### src/rtl/x_mux_trigger_seq.sv
// rtl/x_mux_trigger_seq.sv - sweep sequencer driving the fast mux delay line select word and trigger
//
// Purpose:
//   Accepts one sweep command (start word, step, pulse count) and emits
//   count trigger pulses. The select word is loaded before the first pulse and
//   advanced by step between pulses. The word is held stable for SETUP_CYC cycles
//   before each trigger rise and HOLD_CYC cycles after each fall. A running sweep
//   can be aborted without ever truncating a trigger pulse's hold window.
//
// Ports:
//   i_clk        clock
//   i_rst        synchronous reset, active high
//   i_cmd_valid  command valid
//   o_cmd_ready  command ready (registered, high only while idle)
//   i_cmd_start  select word for the first pulse
//   i_cmd_step   increment applied to the select word between pulses
//   i_cmd_count  number of pulses, 0 = no-op that just reports done
//   i_abort      abort request, looked at only while a sweep is running
//   o_data       delay-line select word
//   o_trigger    delay-line trigger
//   o_busy       sweep in progress
//   o_done       one-cycle end-of-sweep pulse (normal, no-op or aborted)
//   o_aborted    qualifies o_done: sweep ended by abort (held until next accept)
//   o_pulse_idx  0-based index of the current pulse

module x_mux_trigger_seq #(
  parameter int DATA_W    = 32,
  parameter int CNT_W     = 16,
  parameter int SETUP_CYC = 4,
  parameter int HIGH_CYC  = 8,
  parameter int HOLD_CYC  = 4
) (
  input  logic              i_clk,
  input  logic              i_rst,
  input  logic              i_cmd_valid,
  output logic              o_cmd_ready,
  input  logic [DATA_W-1:0] i_cmd_start,
  input  logic [DATA_W-1:0] i_cmd_step,
  input  logic [CNT_W-1:0]  i_cmd_count,
  input  logic              i_abort,
  output logic [DATA_W-1:0] o_data,
  output logic              o_trigger,
  output logic              o_busy,
  output logic              o_done,
  output logic              o_aborted,
  output logic [CNT_W-1:0]  o_pulse_idx
);

  // One phase counter is shared by SETUP, FIRE and HOLD, so it is sized for
  // the longest of the three windows.
  localparam int MAX_PH = (SETUP_CYC > HIGH_CYC)
                        ? ((SETUP_CYC > HOLD_CYC) ? SETUP_CYC : HOLD_CYC)
                        : ((HIGH_CYC  > HOLD_CYC) ? HIGH_CYC  : HOLD_CYC);
  localparam int PH_W   = (MAX_PH < 2) ? 1 : $clog2(MAX_PH);

  localparam logic [PH_W-1:0] SETUP_LAST = PH_W'(SETUP_CYC - 1);
  localparam logic [PH_W-1:0] HIGH_LAST  = PH_W'(HIGH_CYC - 1);
  localparam logic [PH_W-1:0] HOLD_LAST  = PH_W'(HOLD_CYC - 1);

  typedef enum logic [1:0] {
    S_IDLE  = 2'd0,
    S_SETUP = 2'd1,
    S_FIRE  = 2'd2,
    S_HOLD  = 2'd3
  } state_t;

  state_t            r_state;
  logic [PH_W-1:0]   r_phase;
  logic [CNT_W-1:0]  r_remaining;
  logic [DATA_W-1:0] r_step;
  logic              r_abort_pend;
  logic [DATA_W-1:0] r_data;
  logic              r_trigger;
  logic              r_busy;
  logic              r_done;
  logic              r_aborted;
  logic [CNT_W-1:0]  r_pulse_idx;
  logic              r_cmd_ready;

  logic              w_accept;
  logic              w_phase_end;
  logic              w_more;
  logic              w_stop;

  assign w_accept = i_cmd_valid & r_cmd_ready;
  // Another pulse follows only if more remain and nobody asked to stop; an
  // abort raised in FIRE is remembered in r_abort_pend until HOLD finishes.
  assign w_more   = (r_remaining > CNT_W'(1));
  assign w_stop   = r_abort_pend | i_abort;

  always_comb begin
    w_phase_end = 1'b0;
    case (r_state)
      S_SETUP: w_phase_end = (r_phase == SETUP_LAST);
      S_FIRE:  w_phase_end = (r_phase == HIGH_LAST);
      S_HOLD:  w_phase_end = (r_phase == HOLD_LAST);
      default: w_phase_end = 1'b0;
    endcase
  end

  always_ff @(posedge i_clk) begin
    if (i_rst) begin
      r_state      <= S_IDLE;
      r_phase      <= '0;
      r_remaining  <= '0;
      r_step       <= '0;
      r_abort_pend <= 1'b0;
      r_data       <= '0;
      r_trigger    <= 1'b0;
      r_busy       <= 1'b0;
      r_done       <= 1'b0;
      r_aborted    <= 1'b0;
      r_pulse_idx  <= '0;
      r_cmd_ready  <= 1'b0;
    end else begin
      r_done <= 1'b0;
      case (r_state)
        S_IDLE: begin
          r_cmd_ready <= 1'b1;
          if (w_accept) begin
            r_aborted <= 1'b0;
            if (i_cmd_count != '0) begin
              // Select word goes out with the state change, so the first
              // SETUP window already sees the new word.
              r_data       <= i_cmd_start;
              r_step       <= i_cmd_step;
              r_remaining  <= i_cmd_count;
              r_pulse_idx  <= '0;
              r_phase      <= '0;
              r_abort_pend <= 1'b0;
              r_busy       <= 1'b1;
              r_cmd_ready  <= 1'b0;
              r_state      <= S_SETUP;
            end else begin
              r_done <= 1'b1;
            end
          end
        end

        S_SETUP: begin
          if (i_abort) begin
            // Trigger has not risen yet, so it is safe to drop out at once.
            r_state     <= S_IDLE;
            r_busy      <= 1'b0;
            r_done      <= 1'b1;
            r_aborted   <= 1'b1;
            r_cmd_ready <= 1'b1;
            r_phase     <= '0;
          end else if (w_phase_end) begin
            r_phase   <= '0;
            r_trigger <= 1'b1;
            r_state   <= S_FIRE;
          end else begin
            r_phase <= r_phase + PH_W'(1);
          end
        end

        S_FIRE: begin
          // An abort cuts the high time short but still enters HOLD, so the
          // delay line always sees a full hold window after the fall.
          if (i_abort || w_phase_end) begin
            r_phase      <= '0;
            r_trigger    <= 1'b0;
            r_abort_pend <= i_abort;
            r_state      <= S_HOLD;
          end else begin
            r_phase <= r_phase + PH_W'(1);
          end
        end

        S_HOLD: begin
          if (i_abort) begin
            r_abort_pend <= 1'b1;
          end
          if (w_phase_end) begin
            r_phase <= '0;
            if (w_more && !w_stop) begin
              // The only mid-sweep update of the select word; trigger is low
              // and the hold window has just been served.
              r_data      <= r_data + r_step;
              r_pulse_idx <= r_pulse_idx + CNT_W'(1);
              r_remaining <= r_remaining - CNT_W'(1);
              r_state     <= S_SETUP;
            end else begin
              r_state      <= S_IDLE;
              r_busy       <= 1'b0;
              r_done       <= 1'b1;
              r_aborted    <= w_stop;
              r_abort_pend <= 1'b0;
              r_cmd_ready  <= 1'b1;
            end
          end else begin
            r_phase <= r_phase + PH_W'(1);
          end
        end

        default: begin
          r_state <= S_IDLE;
        end
      endcase
    end
  end

  assign o_cmd_ready = r_cmd_ready;
  assign o_data      = r_data;
  assign o_trigger   = r_trigger;
  assign o_busy      = r_busy;
  assign o_done      = r_done;
  assign o_aborted   = r_aborted;
  assign o_pulse_idx = r_pulse_idx;

endmodule

### config.mk
export PLATFORM = sky130hd
export DESIGN_NAME = x_mux_trigger_seq
export DESIGN_NICKNAME = d
export VERILOG_FILES = /design/src/rtl/x_mux_trigger_seq.sv
export SDC_FILE = /design/constraint.sdc
export NUM_CORES = 1
export LEC_CHECK = 0
export BUFFER_PORTS_ARGS = -buffer_cell sky130_fd_sc_hd__buf_2
export CAP_MARGIN = 20
export CORE_ASPECT_RATIO = 0.75
export CORE_UTILIZATION = 50
export DETAILED_ROUTE_END_ITERATION = 6
export HOLD_SLACK_MARGIN = 0.05
export PLACE_DENSITY = 0.82
export SLEW_MARGIN = 20
export SYNTH_ARGS = -nofsm -noshare
export SYNTH_HDL_FRONTEND = slang
export SYNTH_SLANG_ARGS = --single-unit
### constraint.sdc
create_clock -name i_clk -period 2.6 [get_ports i_clk]
set_input_delay 0 -clock i_clk [delete_from_list [all_inputs] [get_ports i_clk]]
set_output_delay 0 -clock i_clk [all_outputs]
set_load 0.005 [all_outputs]
==> qor.yml, run 1 <==
first_global_vias: 6261
syn_avg_cell_area_sq_um: 7.722
p_comb_frac: 0.209
io_pins: 137
drt-pass1-iter-count: 5
worst_pin_slew_ps: 957.6
cpMostUsedCell: "o21ai_2"
startpoint_type: "flip-flop"
whs_ps: 53.85
powerDensity_nw_per_um2: 467.1
swShare: 0.2943
die_w_microns: 133.0
mostFrequentLayoutCell: "nand2_1"
muxShareOfSynthArea: 0.006419
synth_xor_area_frac: 0.04221
wl_per_cell_microns: 16.16
ys_seq_elements: 107
finalSetupViolations: 0
htreeDepth: 3
grt_usage: 0.2862
syn-cell-area_sq_um: 6432
drtIter0Drc: 527
slowest_stage: "dfxtp_2"
layout_common_cells: "nand2_1 (140), buf_2 (136), dfxtp_1 (105)"
synthCells: 833
die-area_sq_um: 13330
rows: 35
grt_pass1_wl_microns: 30770
hold_class: "input pin to flip-flop"
worst_path_largest_cell_delay_ps: 360
core_sq_um: 12390
synth_edf_count: 0
synth-compound-area-share: 0.2535
hold_viol_final: 0
cts_tree: "done"
fin_cells: 1208
setup.worst_path.end_class: "flip-flop"
clkTransAtPathRegs_ps: 70
leakage_nw: 3.689
grt_max_degree: 86
r2r_slack_ps: 7
p_switching_mw: 1.181
slew_headroom: 0.3616
cp_max_fo: 3
rr_worst_depth: 12
routed_wl_microns: 19530
cts.sinks: 107
pwr-share-clk: 0.343
via_per_inst: 5.714
drtAntennaViolNets: 0
clock.fmax_ghz: 0.3857
status: "finished clean"
drive_above_1_share: 0.2438
fin_total_pwr_mw: 4.012
worstPathRequired_ps: 2870
cts_buffer_depth: 2
period_share: 0.9971
synthSimpleGateAreaFrac: 0.2521
nets: 1157
placed_cells: 1121
cts-buffers-inserted: 9
setup_tns_ps: 0
cap_violations: 0
synthAdderAreaFrac: 0.07119
ys_types: 82
drc: 0
rsz0062_at_grt: "true"
die_h_microns: 100.2
period_needed_ps: 2593
p_seq_frac: 0.448
port_buffers: 136
crit_path_cell_trace: "ha_4, inv_2, fa_2, and2b_1, o21ai_2, a21boi_2, o21ai_2, a31o_2, a311o_1, xnor2_1, nand2_1, a311oi_2"
initial_core_util: 0.5190
ys_async_sr_fraction: 0
gp_routability_congestion: 0.9109
regToRegEndpoint: "o_data[16]$_SDFFE_PP0P_"
finalClockSkew_ps: 5.888
area_growth_syn_to_layout_pct: 33.53
n_antenna_cell: 0
holdCritStartpoint: "i_cmd_count[1]"
cts_root_buf: "clkbuf_16"
hold_end: "r_remaining[1]$_SDFFE_PP0P_"
critPathArrivalTime_ps: 2860
crit_type: "flip-flop to flip-flop"
ir_drop_mv: 0.3800
antenna_found_initial: 0
r2r-start: "o_data[0]$_SDFFE_PP0P_"
yosysWarningCount: 0
p_int_mw: 2.831
synth_seq_area_share: 0.3330
place_hpwl_microns: 12410
vias: 6902
overflow: 0
synth-main-ff-cell: "dfxtp_1"
slew_violations: 0
fill_cells: 945
synth_fp_nets: 953
insertion_delay_ps: 350
synth_top_family_by_area: "compound AO/OA/AOI/OAI gates"
hold_depth: 3
cells by family (layout without fill, tap and decap cells):
logic type | Yosys count | count (layout)
simple gates | 340 | 340
fa+ha+maj | 36 | 36
compound gates | 252 | 252
flops | 107 | 107
xor+xnor | 31 | 31
mux | 4 | 4
buf+inv | 63 | 272
power groups by stage:
stage                     clock network (mW)  registers, mW  logic, mW
final                                   1.38           1.80      0.838
after global routing                    1.46           1.81      0.920
after CTS                               1.38           1.79      0.782
after detailed placement                   0           1.82      0.697
after global placement                     0           1.82      0.688
after floorplan                            0           1.81      0.453
cells in the mapped netlist (3+ instances only):
library cell,count,share of area
a211oi_2,3,0.0058
a21o_1,16,0.019
xor2_1,18,0.025
a211oi_1,11,0.013
a22oi_1,8,0.0093
xnor2_1,13,0.018
nor4_2,5,0.0097
and3_1,8,0.0078
a21oi_1,102,0.079
o211a_1,6,0.0093
o21bai_1,4,0.0047
nand3_2,3,0.0047
clkbuf_1,31,0.018
nand4_1,10,0.0097
o21ai_0,41,0.032
nand3_1,17,0.013
a311oi_1,15,0.020
o21ai_1,4,0.0031
dfxtp_1,107,0.33
and2_1,5,0.0049
nor3_1,14,0.011
buf_2,11,0.0086
nand2b_1,4,0.0039
nor2b_1,3,0.0029
o22ai_1,3,0.0029
nor3b_1,3,0.0035
or3_1,8,0.0078
inv_1,15,0.0088
a31oi_1,4,0.0039
o211ai_1,4,0.0047
nand3b_1,3,0.0035
nor2_1,93,0.054
nand2_1,141,0.082
mux2i_1,3,0.0047
o21a_1,4,0.0047
ha_1,35,0.068
worst max-delay path by stage:
stage                      startpoint                 endpoint  slack (ps)  cells past startpoint
2_1_floorplan  o_data[0]$_SDFFE_PP0P_  o_data[16]$_SDFFE_PP0P_          30                     12
3_3_place_gp   o_data[0]$_SDFFE_PP0P_  o_data[16]$_SDFFE_PP0P_          -3                     12
3_5_place_dp   o_data[0]$_SDFFE_PP0P_  o_data[16]$_SDFFE_PP0P_         -70                     12
4_1_cts        o_data[0]$_SDFFE_PP0P_  o_data[16]$_SDFFE_PP0P_           2                     12
5_1_grt        o_data[0]$_SDFFE_PP0P_  o_data[16]$_SDFFE_PP0P_        -140                     12
6_report       o_data[0]$_SDFFE_PP0P_  o_data[16]$_SDFFE_PP0P_           7                     12
flip-flops by register name, indices dropped and copies added, names as in the netlist, named ones only:
| name | count |
|---|---|
| o_busy | 1 |
| r_state | 1 |
| r_remaining | 16 |
| r_phase | 3 |
| o_cmd_ready | 1 |
| o_trigger | 1 |
| r_step | 32 |
| r_abort_pend | 1 |
| o_aborted | 1 |
| o_done | 1 |
| o_pulse_idx | 16 |
| o_data | 32 |
through the flow:
stage,setup WS (ps),area (sq um),util
after floorplan,31.80,6432,-
after global placement,-2.826,7388,0.5962
after detailed placement,-65.77,7388,0.5962
after CTS,1.843,8363,0.6748
after global routing,-143.5,8589,0.6931
final,7.426,8589,0.6931
final cells by class:
cell class	instances	area (sq um)	area share
flip-flops and latches	107	2145	0.2497
well taps	166	207.7	0.02418
multi-input cells	663	4237	0.4932
repair buffers	240	1652	0.1923
clock buffers	12	256.5	0.02986
inverters	16	60.06	0.006992
clock inverters	4	32.53	0.003787
worst max-delay path: cells and delay by family, from the launching register on:
kind	cells	cell delay, ps
AO/OA/AOI/OAI	6	1190
XOR/XNOR	1	150
adder cells (fa/ha/maj)	2	460
AND/OR/NAND/NOR	2	310
flip-flops	1	360
buffers and inverters	1	30
routing by layer:
metal | vias to the layer above | wire length, microns | track usage
met3 | 53 | 1321 | 0.05051
met1 | 3183 | 8744 | 0.3912
li1 | 3377 | - | -
met4 | 0 | 579 | 0.1017
met2 | 289 | 8881 | 0.4535
met5 | - | 0 | 0
timing repair:
action | in CTS | in global routing
pin swaps | 6 | 17
hold endpoints to repair | 67 | 0
hold buffers | 66 | 0
setup endpoints to repair | 6 | 14
setup buffers | 0 | 5
resized for setup | 8 | 30
Power figures use the tool's default switching activity.
==> run 2, diff against run 1 <==
RECOVER_POWER = 25   (was default)
==> run 2 against run 1 <==
  * Hold slack worse by 2.7 ps
  * Count of clock-buffer cells in the layout unchanged
  * Clock skew decreased by 1.7 ps
  * Clock power hardly changed
  * Combinational power down 0.7%
  * Non-clock buffer count unchanged
  * Largest power group unchanged
==> qor.yml, run 2 (same netlist as run 1, synthesis figures left out) <==
final_cell_area_sq_um: 8558  # was 8589 sq um
mostFrequentLayoutCell: "nand2_1"  # unchanged
swShare: 0.2936  # was 0.2943
nets: 1157  # unchanged
fill_cells: 964  # was 945
cpMostUsedCell: "o21ai_2"  # unchanged
cts_root_buf: "clkbuf_16"  # unchanged
drtIter0Drc: 477  # was 527
grt_pass1_wl_microns: 30770  # unchanged
p_int_mw: 2.826  # was 2.831 mW
clkTransAtPathRegs_ps: 70  # about the same
gp_routability_congestion: 0.9109  # unchanged
via_per_inst: 5.703  # was 5.714
n_antenna_cell: 0  # unchanged
crit_type: "flip-flop to flip-flop"  # unchanged
worst_path_largest_cell_delay_ps: 360  # about the same
slew_headroom: 0.3566  # was 0.3616
placed_cells: 1121  # unchanged
port_buffers: 136  # unchanged
rows: 35  # unchanged
area_growth_syn_to_layout_pct: 33.05  # was 33.53%
drtAntennaViolNets: 0  # unchanged
hold_class: "input pin to flip-flop"  # unchanged
drive_above_1_share: 0.2198  # was 0.2438
routed_wl_microns: 19500  # was 19530 microns
critPathArrivalTime_ps: 2860  # about the same
critPathBufInv: 1  # unchanged
p_seq_frac: 0.450  # was 0.448
die_h_microns: 100.2  # unchanged
status: "finished clean"  # unchanged
die-area_sq_um: 13330  # unchanged
pwr-share-clk: 0.342  # was 0.343
rsz0062_at_grt: "true"  # unchanged
finalClockSkew_ps: 4.214  # was 5.888 ps
finalSetupViolations: 0  # unchanged
crit_path_cell_trace: "ha_4, inv_2, fa_2, and2b_1, o21ai_2, a21boi_2, o21ai_2, a31o_2, a311o_1, xnor2_1, nand2_1, a311oi_2"  # unchanged
fin_cells: 1208  # unchanged
cts-buffers-inserted: 9  # unchanged
cap_violations: 0  # unchanged
insertion_delay_ps: 350  # about the same
dp_slack_ps: -65.77  # unchanged
htreeDepth: 3  # unchanged
io_pins: 137  # unchanged
clock.fmax_ghz: 0.3853  # was 0.3857 GHz
worst_slack_ps: 4.555  # was 7.426 ps
grt_usage: 0.2862  # unchanged
whs_ps: 51.16  # was 53.85 ps
period_share: 0.9982  # was 0.9971
period_needed_ps: 2595  # was 2593 ps
powerDensity_nw_per_um2: 467.5  # was 467.1 nW/um^2
drc: 0  # unchanged
fin_total_pwr_mw: 4.001  # was 4.012 mW
core_sq_um: 12390  # unchanged
setup.worst_path.end_class: "flip-flop"  # unchanged
setup_tns_ps: 0  # unchanged
drt-pass1-iter-count: 5  # unchanged
antenna_found_initial: 0  # unchanged
vias: 6889  # was 6902
cts.sinks: 107  # unchanged
p_switching_mw: 1.174  # was 1.181 mW
die_w_microns: 133.0  # unchanged
grt_max_degree: 86  # unchanged
cp_max_fo: 3  # unchanged
placed_area_sq_um: 7388  # unchanged
path_delay_family: "compound AO/OA/AOI/OAI gates"  # unchanged
cts_buffer_depth: 2  # unchanged
hold_viol_final: 0  # unchanged
overflow: 0  # unchanged
startpoint_type: "flip-flop"  # unchanged
wl_per_cell_microns: 16.14  # was 16.16 microns
first_global_vias: 6261  # unchanged
place_hpwl_microns: 12410  # unchanged
leakage_nw: 3.587  # was 3.689 nW
slowest_stage: "dfxtp_2"  # unchanged
ir_drop_mv: 0.3782  # was 0.3800 mV
worst_pin_slew_ps: 965.1  # was 957.6 ps
layout_common_cells: "nand2_1 (140), buf_2 (111), dfxtp_1 (105)"  # was nand2_1 (140), buf_2 (136), dfxtp_1 (105)
cts_tree: "done"  # unchanged
fin_util: 0.6906  # was 0.6931
worstPathRequired_ps: 2870  # about the same
slew_violations: 0  # unchanged
initial_core_util: 0.5190  # unchanged
p_comb_frac: 0.208  # was 0.209
run 2: cell count changes in the layout (fill, tap and decap cells not counted):
cell / delta
buf_2: -25
clkbuf_1: +25
run 2: power by group through the flow:
stage          logic [mW]  registers [mW]  clock network (mW)
2_1_floorplan       0.453            1.81                   0
3_3_place_gp        0.688            1.82                   0
3_5_place_dp        0.697            1.82                   0
4_1_cts             0.782            1.79                1.38
5_1_grt             0.915            1.81                1.46
6_report            0.832            1.80                1.37
run 2: cell type report:
type	instances	area, sq um	area share
inverter	16	60.06	0.007018
sequential	107	2145	0.2506
clock inverter	4	32.53	0.003801
clock buffer	12	256.5	0.02997
tap	166	207.7	0.02427
multi-input combinational	663	4237	0.4950
timing repair buffer	240	1620	0.1893
run 2: path summary, 6_finish.rpt:
path | start | to | slack, ps | cells past startpoint
setup / recovery | o_data[0]$_SDFFE_PP0P_ | o_data[16]$_SDFFE_PP0P_ | 5 | 12
hold / removal | i_cmd_count[1] | r_remaining[1]$_SDFFE_PP0P_ | 50 | 3
setup reg to reg | o_data[0]$_SDFFE_PP0P_ | o_data[16]$_SDFFE_PP0P_ | 5 | 12
hold reg to reg | r_step[28]$_SDFFE_PP0P_ | r_step[28]$_SDFFE_PP0P_ | 460 | 2
run 2: per-layer routing:
layer	global-route usage	vias up	wire length, microns
met5	0	-	0
met4	0.1017	0	565
met3	0.05051	51	1298
met2	0.4535	285	8903
met1	0.3912	3173	8732
li1	-	3380	-
run 2: repair_timing:
item,in CTS,in global routing
pin swaps,6,17
hold endpoints to repair,67,0
resized for setup,8,30
hold buffers,66,0
endpoints found under the setup margin,6,14
buffers inserted,0,5
run 2: worst min-delay path, cell delays in order:
cell and delay, ps:
buf_2 110, a211oi_1 70, a211oi_1 180
==> run 3, diff against run 2 <==
CORE_UTILIZATION = 60   (was 50)
PLACE_DENSITY = 0.92   (was 0.82)
clock period = 3.1 ns   (was 2.6 ns; I/O delays follow)
==> run 3 against run 2 <==
  * Critical endpoint is now o_data[28]$_SDFFE_PP0P_
  * Final area shrank 5.2%
  * Routed wire length grew 2.1%
  * Sequential cell count is the same
  * Largest power group unchanged
==> qor.yml, run 3 (same netlist as run 1, synthesis figures left out) <==
period_needed_ps: 2966  # was 2595 ps
rr_worst_depth: 12  # unchanged
setup_tns_ps: 0  # unchanged
finalClockSkew_ps: 9.406  # was 4.214 ps
period_share: 0.9566  # was 0.9982
layout_common_cells: "nand2_1 (140), buf_2 (117), dfxtp_1 (107)"  # was nand2_1 (140), buf_2 (111), dfxtp_1 (105)
worstPathRequired_ps: 3330  # was 2870 ps
core_sq_um: 10370  # was 12390 sq um
worst_pin_slew_ps: 853.6  # was 965.1 ps
mostFrequentLayoutCell: "nand2_1"  # unchanged
cts_tree: "done"  # unchanged
wl_per_cell_microns: 17.32  # was 16.14 microns
cts.hold.buffers_added: 62  # was 66
placed_cells: 1070  # was 1121
initial_core_util: 0.6203  # was 0.5190
r2r_slack_ps: 130  # was 5 ps
hold_class: "input pin to flip-flop"  # unchanged
cts_resized: 0  # was 8
overflow: 0  # unchanged
regToRegEndpoint: "o_data[28]$_SDFFE_PP0P_"  # was o_data[16]$_SDFFE_PP0P_
routed_wl_microns: 19910  # was 19500 microns
leakage_nw: 3.485  # was 3.587 nW
cts_buffer_depth: 2  # unchanged
grt_pass1_wl_microns: 31540  # was 30770 microns
hold_viol_final: 0  # unchanged
drtIter0Drc: 820  # was 477
place_hpwl_microns: 12210  # was 12410 microns
rsz0062_at_grt: "false"  # was true
die_h_microns: 91.67  # was 100.2 microns
critPathLaunch: "o_data[0]$_SDFFE_PP0P_"  # unchanged
antenna_found_initial: 1  # was 0
slew_violations: 0  # unchanged
hold_depth: 5  # was 3
rows: 32  # was 35
fill_cells: 699  # was 964
hold_end: "r_remaining[12]$_SDFFE_PP0P_"  # was r_remaining[1]$_SDFFE_PP0P_
vias: 7148  # was 6889
setup.worst_path.end_class: "flip-flop"  # unchanged
cts_root_buf: "clkbuf_16"  # unchanged
grt_usage: 0.3544  # was 0.2862
via_per_inst: 6.221  # was 5.703
drt-pass1-iter-count: 6  # was 5
finalSetupViolations: 0  # unchanged
port_buffers: 136  # unchanged
crit_type: "flip-flop to flip-flop"  # unchanged
io_pins: 137  # unchanged
cp_max_fo: 4  # was 3
holdCritStartpoint: "i_cmd_count[12]"  # was i_cmd_count[1]
cts.sinks: 107  # unchanged
r2r-start: "o_data[0]$_SDFFE_PP0P_"  # unchanged
clock.fmax_ghz: 0.3372  # was 0.3853 GHz
slew_headroom: 0.4289  # was 0.3566
grt_max_degree: 64  # was 86
powerDensity_nw_per_um2: 432.3  # was 467.5 nW/um^2
insertion_delay_ps: 360  # was 350 ps
cts-buffers-inserted: 9  # unchanged
drtAntennaViolNets: 0  # unchanged
critPathArrivalTime_ps: 3200  # was 2860 ps
die_w_microns: 121.6  # was 133.0 microns
clkTransAtPathRegs_ps: 80  # was 70 ps
cap_violations: 0  # unchanged
post_cts_buffers: 0  # unchanged
htreeDepth: 3  # unchanged
gp_routability_congestion: 0.9343  # was 0.9109
status: "finished clean"  # unchanged
ir_drop_mv: 0.3232  # was 0.3782 mV
die-area_sq_um: 11140  # was 13330 sq um
area_growth_syn_to_layout_pct: 26.16  # was 33.05%
nets: 1127  # was 1157
first_global_vias: 6586  # was 6261
drc: 0  # unchanged
fin_cells: 1149  # was 1208
startpoint_type: "flip-flop"  # unchanged
drive_above_1_share: 0.1798  # was 0.2198
## run 3: where the power goes
group / switching [mW] / leakage (nW) / internal (mW)
Sequential: 0.0620 / 0.872 / 1.44
Combinational: 0.364 / 2.44 / 0.285
Clock: 0.559 / 0.168 / 0.798
Total: 0.985 / 3.49 / 2.52
## run 3: routing by layer
| metal | up-vias | routed length (microns) | global-route usage | share of wire |
|---|---|---|---|---|
| met4 | 0 | 833 | 0.1553 | 0.042 |
| met1 | 3275 | 8292 | 0.4536 | 0.42 |
| met3 | 96 | 1811 | 0.07090 | 0.091 |
| met5 | - | 0 | 0 | 0 |
| li1 | 3324 | - | - | - |
| met2 | 453 | 8969 | 0.5762 | 0.45 |
## run 3: cell type report
class	count	area, sq um	share of cell area
clock buffers	9	225.2	0.02775
clock inverters	7	122.6	0.01511
flip-flops and latches	107	2142	0.2640
well taps	136	170.2	0.02097
inverters	16	60.06	0.007401
multi-input cells	663	4025	0.4960
repair buffers	210	1368	0.1685
diodes	1	2.502	0.0003084
## run 3: worst max-delay path, cell delays in order (launching register included)
cell and delay (ps):
dfxtp_1 330, ha_1 210, inv_1 70, fa_1 160, and2b_1 200, o21ai_1 230
a21boi_2 130, o21ai_1 270, nand4_1 190, a21boi_0 530, o21ai_0 230, mux2i_1 190
a21oi_1 90
## run 3: how the worst max path moves through the flow
| stage | endpoint | cells after the start |
|---|---|---|
| 2_1_floorplan | o_data[16]$_SDFFE_PP0P_ | 12 |
| 3_3_place_gp | o_data[16]$_SDFFE_PP0P_ | 12 |
| 3_5_place_dp | o_data[16]$_SDFFE_PP0P_ | 12 |
| 4_1_cts | o_data[18]$_SDFFE_PP0P_ | 11 |
| 5_1_grt | o_data[28]$_SDFFE_PP0P_ | 12 |
| 6_report | o_data[28]$_SDFFE_PP0P_ | 12 |
## run 3: stage by stage
step                      hold slack (ps)    util  instance area [sq um]  power [mW]  worst slack (ps)
after floorplan                     136.0       -                   6432       1.899             531.8
after global placement              242.3  0.6912                   7168       2.067             416.3
after detailed placement            247.2  0.6912                   7168       2.085             377.2
after CTS                           53.31  0.7846                   8137       3.474             249.3
after global routing                77.26  0.7826                   8115       3.611           0.06040
final                               46.51  0.7826                   8115       3.508             134.4
